### config.mk
export PLATFORM = sky130hd
export DESIGN_NAME = fs_vid_to_axis
export DESIGN_NICKNAME = d
export VERILOG_FILES = /design/src/rtl/fs_vid_pkg.sv /design/src/rtl/fs_sync_fifo.sv /design/src/rtl/fs_vid_to_axis.sv
export SDC_FILE = /design/constraint.sdc
export NUM_CORES = 1
export LEC_CHECK = 0
export ABC_AREA = 1
export ABC_CLOCK_PERIOD_IN_PS = 7050
export BUFFER_PORTS_ARGS = -buffer_cell sky130_fd_sc_hd__buf_2
export CORE_UTILIZATION = 35
export DETAILED_ROUTE_END_ITERATION = 12
export PLACE_DENSITY_LB_ADDON = 0.25
export SLEW_MARGIN = 10
export SYNTH_ARGS = -nofsm -noshare
export SYNTH_HDL_FRONTEND = slang
export SYNTH_SLANG_ARGS = --single-unit
### constraint.sdc
create_clock -name clk -period 7.05 [get_ports clk]
set_input_delay 0.3525 -clock clk [delete_from_list [all_inputs] [get_ports clk]]
set_output_delay 0.3525 -clock clk [all_outputs]
set_load 0.03 [all_outputs]
### src/rtl/fs_vid_pkg.sv
// fs_vid_pkg: shared FSM state encoding and FIFO entry field offsets for fs_vid_to_axis
package fs_vid_pkg;
  typedef enum logic [1:0] {WAIT_IDLE, WAIT_SOF, STREAM, DROP} state_t;
  localparam int SOF_BIT = 0;
  localparam int EOL_BIT = 1;
  localparam int DATA_LSB = 2;
endpackage

### src/rtl/fs_sync_fifo.sv
// fs_sync_fifo: single-clock first-word-fall-through FIFO
//   wr_en/din : push (ignored when full unless a pop happens the same cycle)
//   rd_en     : pop (ignored when empty); dout shows the head entry whenever !empty
//   full/empty: occupancy flags
module fs_sync_fifo #(
  parameter int WIDTH = 10,
  parameter int DEPTH_LOG2 = 5
) (
  input  logic             clk,
  input  logic             resetn,
  input  logic             wr_en,
  input  logic [WIDTH-1:0] din,
  output logic             full,
  input  logic             rd_en,
  output logic [WIDTH-1:0] dout,
  output logic             empty
);
  logic [WIDTH-1:0] mem [2**DEPTH_LOG2];
  logic [DEPTH_LOG2-1:0] wp, rp;
  logic [DEPTH_LOG2:0] cnt;
  logic wr, rd;
  assign empty = cnt == '0;
  assign full = cnt[DEPTH_LOG2];
  assign rd = rd_en && !empty;
  assign wr = wr_en && (!full || rd);
  assign dout = mem[rp];
  always_ff @(posedge clk or negedge resetn)
    if (!resetn) begin
      wp <= '0;
      rp <= '0;
      cnt <= '0;
    end else begin
      wp <= wp + DEPTH_LOG2'(wr);
      rp <= rp + DEPTH_LOG2'(rd);
      cnt <= cnt + (DEPTH_LOG2+1)'(wr) - (DEPTH_LOG2+1)'(rd);
    end
  always_ff @(posedge clk)
    if (wr) mem[wp] <= din;
endmodule

### src/rtl/fs_vid_to_axis.sv
// fs_vid_to_axis: CMOS video timing bus to AXI4-Stream with frame measurement and overflow resync
//   clk, resetn                      : pixel clock, async active-low reset
//   vid_active_video/vid_data/vblank : capture-stage pixel bus (vblank level C_FRAME_LEVEL = frame valid)
//   m_axis_*                         : AXI4-Stream master, tuser = start of frame, tlast = end of line
//   frame_width/height/count         : geometry of the last good frame and good-frame count
//   overflow                         : sticky FIFO overflow flag
module fs_vid_to_axis #(
  parameter int C_DATA_WIDTH = 8,
  parameter int C_FIFO_DEPTH_LOG2 = 5,
  parameter int C_SIZE_WIDTH = 12,
  parameter int C_FRAME_LEVEL = 1
) (
  input  logic                    clk,
  input  logic                    resetn,
  input  logic                    vid_active_video,
  input  logic [C_DATA_WIDTH-1:0] vid_data,
  input  logic                    vid_vblank,
  output logic                    m_axis_tvalid,
  input  logic                    m_axis_tready,
  output logic [C_DATA_WIDTH-1:0] m_axis_tdata,
  output logic                    m_axis_tuser,
  output logic                    m_axis_tlast,
  output logic [C_SIZE_WIDTH-1:0] frame_width,
  output logic [C_SIZE_WIDTH-1:0] frame_height,
  output logic [15:0]             frame_count,
  output logic                    overflow
);
  import fs_vid_pkg::*;
  localparam int EW = C_DATA_WIDTH + 2;
  state_t state;
  logic act_r, vb_r, in_v, fv, fv_q, act_q, fstart, fend, fall, pix, push, ovf;
  logic hold_v, hold_sof, sof_pend, full, empty;
  logic [C_DATA_WIDTH-1:0] data_r, hold_d;
  logic [EW-1:0] din, dout;
  logic [C_SIZE_WIDTH-1:0] pix_cnt, line_cnt;
  // in_v keeps the reset value of the input register from looking like a frame gap
  assign fv = vb_r == 1'(C_FRAME_LEVEL);
  assign fstart = fv && !fv_q;
  assign fend = !fv && fv_q;
  assign fall = act_q && !act_r;
  assign pix = act_r && state == STREAM && !fend;
  // pix and fall/fend are mutually exclusive, so a push without a new pixel closes the line
  assign push = hold_v && (pix || fall || fend);
  assign ovf = push && full && !m_axis_tready;
  always_comb begin
    din = '0;
    din[SOF_BIT] = hold_sof;
    din[EOL_BIT] = !pix;
    din[EW-1:DATA_LSB] = hold_d;
  end
  fs_sync_fifo #(.WIDTH(EW), .DEPTH_LOG2(C_FIFO_DEPTH_LOG2)) u_fifo (
    .clk(clk), .resetn(resetn), .wr_en(push && !ovf), .din(din), .full(full),
    .rd_en(m_axis_tready), .dout(dout), .empty(empty)
  );
  assign m_axis_tvalid = !empty;
  assign m_axis_tdata = empty ? '0 : dout[EW-1:DATA_LSB];
  assign m_axis_tuser = !empty && dout[SOF_BIT];
  assign m_axis_tlast = !empty && dout[EOL_BIT];
  always_ff @(posedge clk or negedge resetn)
    if (!resetn) begin
      state <= WAIT_IDLE;
      act_r <= 1'b0;
      vb_r <= 1'b0;
      data_r <= '0;
      in_v <= 1'b0;
      fv_q <= 1'b0;
      act_q <= 1'b0;
      hold_v <= 1'b0;
      hold_sof <= 1'b0;
      hold_d <= '0;
      sof_pend <= 1'b0;
      pix_cnt <= '0;
      line_cnt <= '0;
      frame_width <= '0;
      frame_height <= '0;
      frame_count <= '0;
      overflow <= 1'b0;
    end else begin
      act_r <= vid_active_video;
      vb_r <= vid_vblank;
      data_r <= vid_data;
      in_v <= 1'b1;
      fv_q <= fv;
      act_q <= act_r;
      if (ovf) begin
        overflow <= 1'b1;
        hold_v <= 1'b0;
        state <= fend ? WAIT_SOF : DROP;
      end else begin
        if (pix) begin
          hold_v <= 1'b1;
          hold_d <= data_r;
          hold_sof <= sof_pend;
          sof_pend <= 1'b0;
          pix_cnt <= !act_q ? C_SIZE_WIDTH'(1) : (&pix_cnt ? pix_cnt : pix_cnt + 1'b1);
        end else if (push) hold_v <= 1'b0;
        if (fall && state == STREAM) line_cnt <= line_cnt + 1'b1;
        case (state)
          WAIT_IDLE: if (in_v && !fv) state <= WAIT_SOF;
          WAIT_SOF: if (fstart) begin
            state <= STREAM;
            sof_pend <= 1'b1;
            line_cnt <= '0;
          end
          STREAM: if (fend) begin
            state <= WAIT_SOF;
            frame_width <= pix_cnt;
            frame_height <= line_cnt + C_SIZE_WIDTH'(fall);
            frame_count <= frame_count + 16'd1;
          end
          default: if (fend) state <= WAIT_SOF;
        endcase
      end
    end
endmodule

# After elaboration in Yosys (flattened, before gate mapping)
# Memories as Yosys holds them, arrays and structs flattened.
# Index checks and enable logic that the tools add are counted.
[word_totals] register_bits=107 ramBits=320 input_bits=13 mem_count=1
[mem_list] name="u_fifo.mem" words=32 word_bits=10 rd=1 rd_ports_with_merged_regs=0 write_ports=1 line="fs_sync_fifo.sv:18" source="logic [WIDTH-1:0] mem [2**DEPTH_LOG2];"
[classes] addsub=8 n_eq_ne=5 mux=20 n_bitwise=1 reduce_logical=36
[ops] op="2-to-1 mux 12 bit" count=5
[ops] op="adder 12 x 1 -> 12 bit, second input constant" count=2
[ops] op="adder 16 x 1 -> 16 bit, second input constant" count=1
[ops] op="logical AND 1 bit" count=15
[ops] op="adder 12 x 1 -> 12 bit" count=1
[ops] op="AND reduction 12 bit" count=1
[ops] op="adder 5 x 1 -> 5 bit" count=2
[ops] op="2-to-1 mux 2 bit" count=5
[ops] op="zero test 1 bit" count=9
[ops] op="AND reduction 3 bit" count=3
[ops] op="2-to-1 mux 1 bit" count=8
[ops] op="2-to-1 mux 8 bit" count=1
[ops] op="adder 6 x 1 -> 6 bit" count=1
[ops] op="zero test 6 bit" count=1
[ops] op="inequality test 3 bit, second input constant" count=2
[ops] op="subtractor 6 x 1 -> 6 bit" count=1
[ops] op="case mux 2 bit (2 select lines)" count=1
[ops] op="nonzero test 4 bit" count=1
[ops] op="logical OR 1 bit" count=3
[ops] op="nonzero test 3 bit" count=1
[ops] op="equality test 2 x 1 -> 1 bit, second input constant" count=1
[ops] op="equality test 2 bit, second input constant" count=1
[ops] op="zero test 2 bit" count=1
[ops] op="inequality test 2 bit, second input constant" count=1
[ops] op="2 further kinds" count=2

# Longest topological paths before layout
[depth] depth_word=14 mapped_depth=15

# Cells and area by module
# Synthesis repeated with hierarchy kept, for this count alone.
[unflattened] hier_cells=1916 hier_area_um2=18901.9
[by_module_without_submodules] module="fs_sync_fifo" n_inst=1 cells_each=1359 area_each_um2=14446.4 seq_area_each_um2=10009.6
[by_module_without_submodules] module="fs_vid_to_axis" n_inst=1 cells_each=557 area_each_um2=4455.5 seq_area_each_um2=2277.2

# Worst setup path after synthesis
# OpenSTA, ideal clock, no wires.
[synth_path] path_kind="reg2reg" from="register u_fifo.cnt[2]" to="register u_fifo.cnt[4]" setup_time_ns=0.079 t_arrival_ns=2.169 t_required_ns=6.971 slack_ns=4.802 stages_incl_launch_ff=14 n_path_buf=0 path_cell_list="dfrtp_1 > inv_1 > ha_1 > nand4_1 > and2_1 > ha_1 > inv_1 > ha_1 > inv_1 > fa_1 > inv_1 > a21oi_1 > o21ai_0 > xor2_1"
[synth_via] elab_chain_cells=7
[synth_rtl] item="start: declaration" line="fs_sync_fifo.sv:20" source="logic [DEPTH_LOG2:0] cnt;"
[synth_rtl] item="start signal: assignment" line="fs_sync_fifo.sv:35" source="cnt <= cnt + (DEPTH_LOG2+1)'(wr) - (DEPTH_LOG2+1)'(rd);"
[synth_rtl] item="zero test 6 bit" line="fs_sync_fifo.sv:22" source="assign empty = cnt == '0;"
[synth_rtl] item="zero test 1 bit" line="fs_sync_fifo.sv:24" source="assign rd = rd_en && !empty;"
[synth_rtl] item="logical AND 1 bit" line="fs_sync_fifo.sv:24"
[synth_rtl] item="logical OR 1 bit" line="fs_sync_fifo.sv:25" source="assign wr = wr_en && (!full || rd);"
[synth_rtl] item="logical AND 1 bit" line="fs_sync_fifo.sv:25"
[synth_rtl] item="adder 6 x 1 -> 6 bit" line="fs_sync_fifo.sv:35"
[synth_rtl] item="subtractor 6 x 1 -> 6 bit (*)" line="fs_sync_fifo.sv:35"
# Mark *: on every way between the ends. The rest lies on a longest branch, timed or not.
# A chain may end at the register's enable or synchronous reset.

# Worst setup path in the final report
[layout_path] from="register u_fifo.rp[0]" to="output m_axis_tuser"
[layout_via] elab_chain_cells=2
[layout_rtl] item="start: declaration" line="fs_sync_fifo.sv:19" source="logic [DEPTH_LOG2-1:0] wp, rp;"
[layout_rtl] item="start signal: assignment" line="fs_sync_fifo.sv:34" source="rp <= rp + DEPTH_LOG2'(rd);"
[layout_rtl] item="memory (32 x 10 bit)"
[layout_rtl] item="logical AND 1 bit" line="fs_vid_to_axis.sv:57" source="assign m_axis_tuser = !empty && dout[SOF_BIT];"
[layout_rtl] item="end: declaration" line="fs_vid_to_axis.sv:21" source="output logic m_axis_tuser,"
# No other way between the ends.

==> impl_metrics.toml <==
[worst_setup_path]
startpoint_class = "register"
path_buf_inv = 3
crit_path_top_delay_cell = "buf_4"
timing.setup.critical_path_class = "register to primary output"
cpMostUsedCell = "nor2_1"
crit_path_max_incr_delay_ns = 0.84
critical_path.max_fanout = 89
path_delay_family = "buffers and inverters"
arrival_ns = 4.12
critical_path.cell_chain = "buf_4, buf_4, nor2_1, nor2_1, o21ai_0, nand3_1, nand3_1, nand2_1, nand2_1, nor2_1, buf_2"
timing.critical_path.to_type = "primary output"
crit_required_ns = 6.70

[clock_tree]
cts.htree.levels = 2
cts_inserted_buffers = 47
tritoncts = "yes"
path_clk_slew_ns = 0.06
cts.sinks = 427
clockBufferDepth = 3
post_cts.resized_instances = 0
clk-insertion-delay-late_ns = 0.58
cell_chosen_for_the_clock_root = "clkbuf_16"
post_cts.repair.setup_buffers = 0

[die]
initial_utilization_pct = 35.68
die_x_um = 231.6
num_rows = 83
floorplan.die.height_um = 231.6
core_area_um2 = 51720
ioPinCount = 65
die_area_um2 = 53640

[worst_hold_path]
hold_path_class = "input pin to register"

[final_layout]
layout.filler_cells = 5036
area_delta_synth_final_pct = 13.58
num_antenna_cells = 0
nNetsFinal = 1858
drive_gt1_share_pct = 10.30

[detailed_routing]
routedWlPerCell_um = 18.26
via_per_inst = 4.910
drtAntennaViolNets = 0
detail_route.wirelength_um = 46450
dr.first_iter.drc_count = 1152
drt-pass1-iter-count = 5
vias = 12490
drcViolationCount = 0

[synth]
synth.avg_cell_area_um2 = 10.43
synth_cell_types = 40
synth_area_leaders = "edfxtp_1, dfrtp_1, nand2_1, nor2_1, o21ai_0"
synth_top_cell_area_share_pct = 52.08
yosysWarningCount = 0
ys_seq_elements = 427
synth_seq_area_share_pct = 66.59
synth.net_count = 1800
synthDominantAreaCellType = "edfxtp_1"
post_synth_instance_area_um2 = 18450
synth_cells = 1769
number_of_synthesized_flops_with_an_enable_pin = 320
dominantRegCellSynth = "edfxtp_1"
synth.top_cells.by_count = "nand2_1, edfxtp_1, nor2_1, o21ai_0, nand3_1"
synth_most_common_cell = "nand2_1"
ys_async_sr_fraction_pct = 25.06

[timing]
clock_skew_ns = 0.02544
period_needed_ns = 4.477
final.setup.tns_ns = 0
fmaxAchievable_ghz = 0.2234
tightest_slew_ns = 1.153
rsz0062_at_grt = "false"
setup-violations-final = 0
timing.final.crit_share_pct = 63.51
final_hold_viol_count = 0
fin_hold_ws_ns = 0.2787
slew-limit-headroom_pct = 22.88
timing.final.max_slew_violations = 0

[power_and_ir_drop]
pwr_density_cell_nw_per_um2 = 413.5
irDropWorstVdd_mv = 0.2249
leakagePower_uw = 0.008236

[run]
max-cap-violations = 0

[placed_design]
gp_congestion = 0.8279
detailed_place_hpwl_um = 28330
portBuffers = 64

[grt]
grt.total_usage_pct = 17.73
global_route.overflow_total = 0
global_route_wire_length_before_repair_um = 73220
grt_start_max_net_pins = 90
grt_pass1_vias = 12530
number_of_antenna_violations_at_the_first_check_in_global_routing = 1

[status]
outcome = "completed"
==> kinds of logic after synthesis <==
logic type      Yosys count  share of synthesized area (%)
buf+inv                 176                          4.455
other cells               1                        0.02032
compound gates          200                          5.771
fa+ha+maj                18                          1.261
simple gates            910                          20.14
xor+xnor                 37                          1.756
flops                   427                          66.59
==> routing by layer <==
| layer | vias to the layer above | part of all wire [%] | GRT usage [%] |
|---|---|---|---|
| li1 | 6024 | - | - |
| met5 | - | 0 | 0 |
| met4 | 0 | 2.4 | 5.078 |
| met3 | 68 | 6.2 | 3.580 |
| met1 | 6067 | 46 | 24.33 |
| met2 | 331 | 46 | 28.36 |
==> what timing repair did <==
item                                    in CTS  in global routing
endpoints found under the hold margin       64                  0
endpoints found under the setup margin       0                  0
hold buffers                                11                  0
==> report_power, final <==
group / internal [uW] / total (uW) / switching, uW
registers: 3130 / 3450 / 319
clock network: 1480 / 2480 / 1000
logic: 737 / 2730 / 2000
total: 5350 / 8670 / 3320
==> final cells by class <==
| cell class | instances | area [um2] | area share (%) |
|---|---|---|---|
| multi-input cells | 1166 | 5341 | 25.49 |
| clock buffers | 64 | 1343 | 6.407 |
| repair buffers | 89 | 538.0 | 2.567 |
| flip-flops and latches | 427 | 12290 | 58.67 |
| inverters | 96 | 366.6 | 1.749 |
| clock inverters | 22 | 221.5 | 1.057 |
| well taps | 680 | 850.8 | 4.060 |
==> state kept, by name (all words and copies together), names as in the netlist, 5 cells and up <==
register,flops
data_r,8
frame_count,16
frame_height,12
frame_width,12
hold_d,8
line_cnt,12
pix_cnt,12
u_fifo.cnt,6
u_fifo.mem,320
u_fifo.rp,5
u_fifo.wp,5
==> stage by stage <==
| step | std cells | utilization [%] | worst slack, ns | power (uW) | cell area (um2) |
|---|---|---|---|---|---|
| 3_3_place_gp | 2447 | 37.28 | 3.174 | 6217 | 19280 |
| 5_1_grt | 2544 | 40.52 | 2.296 | 9160 | 20960 |
| 3_5_place_dp | 2447 | 37.28 | 3.171 | 6244 | 19280 |
| 4_1_cts | 2544 | 40.52 | 2.558 | 8739 | 20960 |
| 6_report | 2544 | 40.52 | 2.573 | 8665 | 20960 |
| 2_1_floorplan | 1769 | - | 4.802 | 5266 | 18450 |
==> layout by cell type, fill, tap and decap left out, types with 17 or more instances in the layout <==
master / netlist / routed
o21ai_1: 33 / 33
dfrtp_1: 107 / 103
o21ai_0: 125 / 125
ha_1: 17 / 17
clkbuf_16: 0 / 49
edfxtp_1: 320 / 320
nor2_1: 313 / 313
xor2_1: 22 / 22
nand3_1: 116 / 116
buf_2: 32 / 63
nand2_1: 436 / 436
a21oi_1: 24 / 24
inv_1: 86 / 85
==> worst paths after layout <==
check	startpoint	to	slack (ns)	depth (start not counted)
worst max-delay path	u_fifo.rp[0]	m_axis_tuser	2.57	11
worst min-delay path	m_axis_tready	u_fifo.rp[0]	0.28	3
worst max register to register	u_fifo.cnt[2]	u_fifo.mem[9][4]	3.54	8
worst min register to register	fv	fv_q	0.39	0
max in group asynchronous	resetn	u_fifo.rp[0]	5.46	3
min in group asynchronous	resetn	hold_d[0]	0.35	2
==> worst min-delay path: stages <==
cell and delay (ns):
buf_2 0.10, and2_1 0.22, ha_1 0.14
Note: power is estimated with default switching activity, not from simulation.
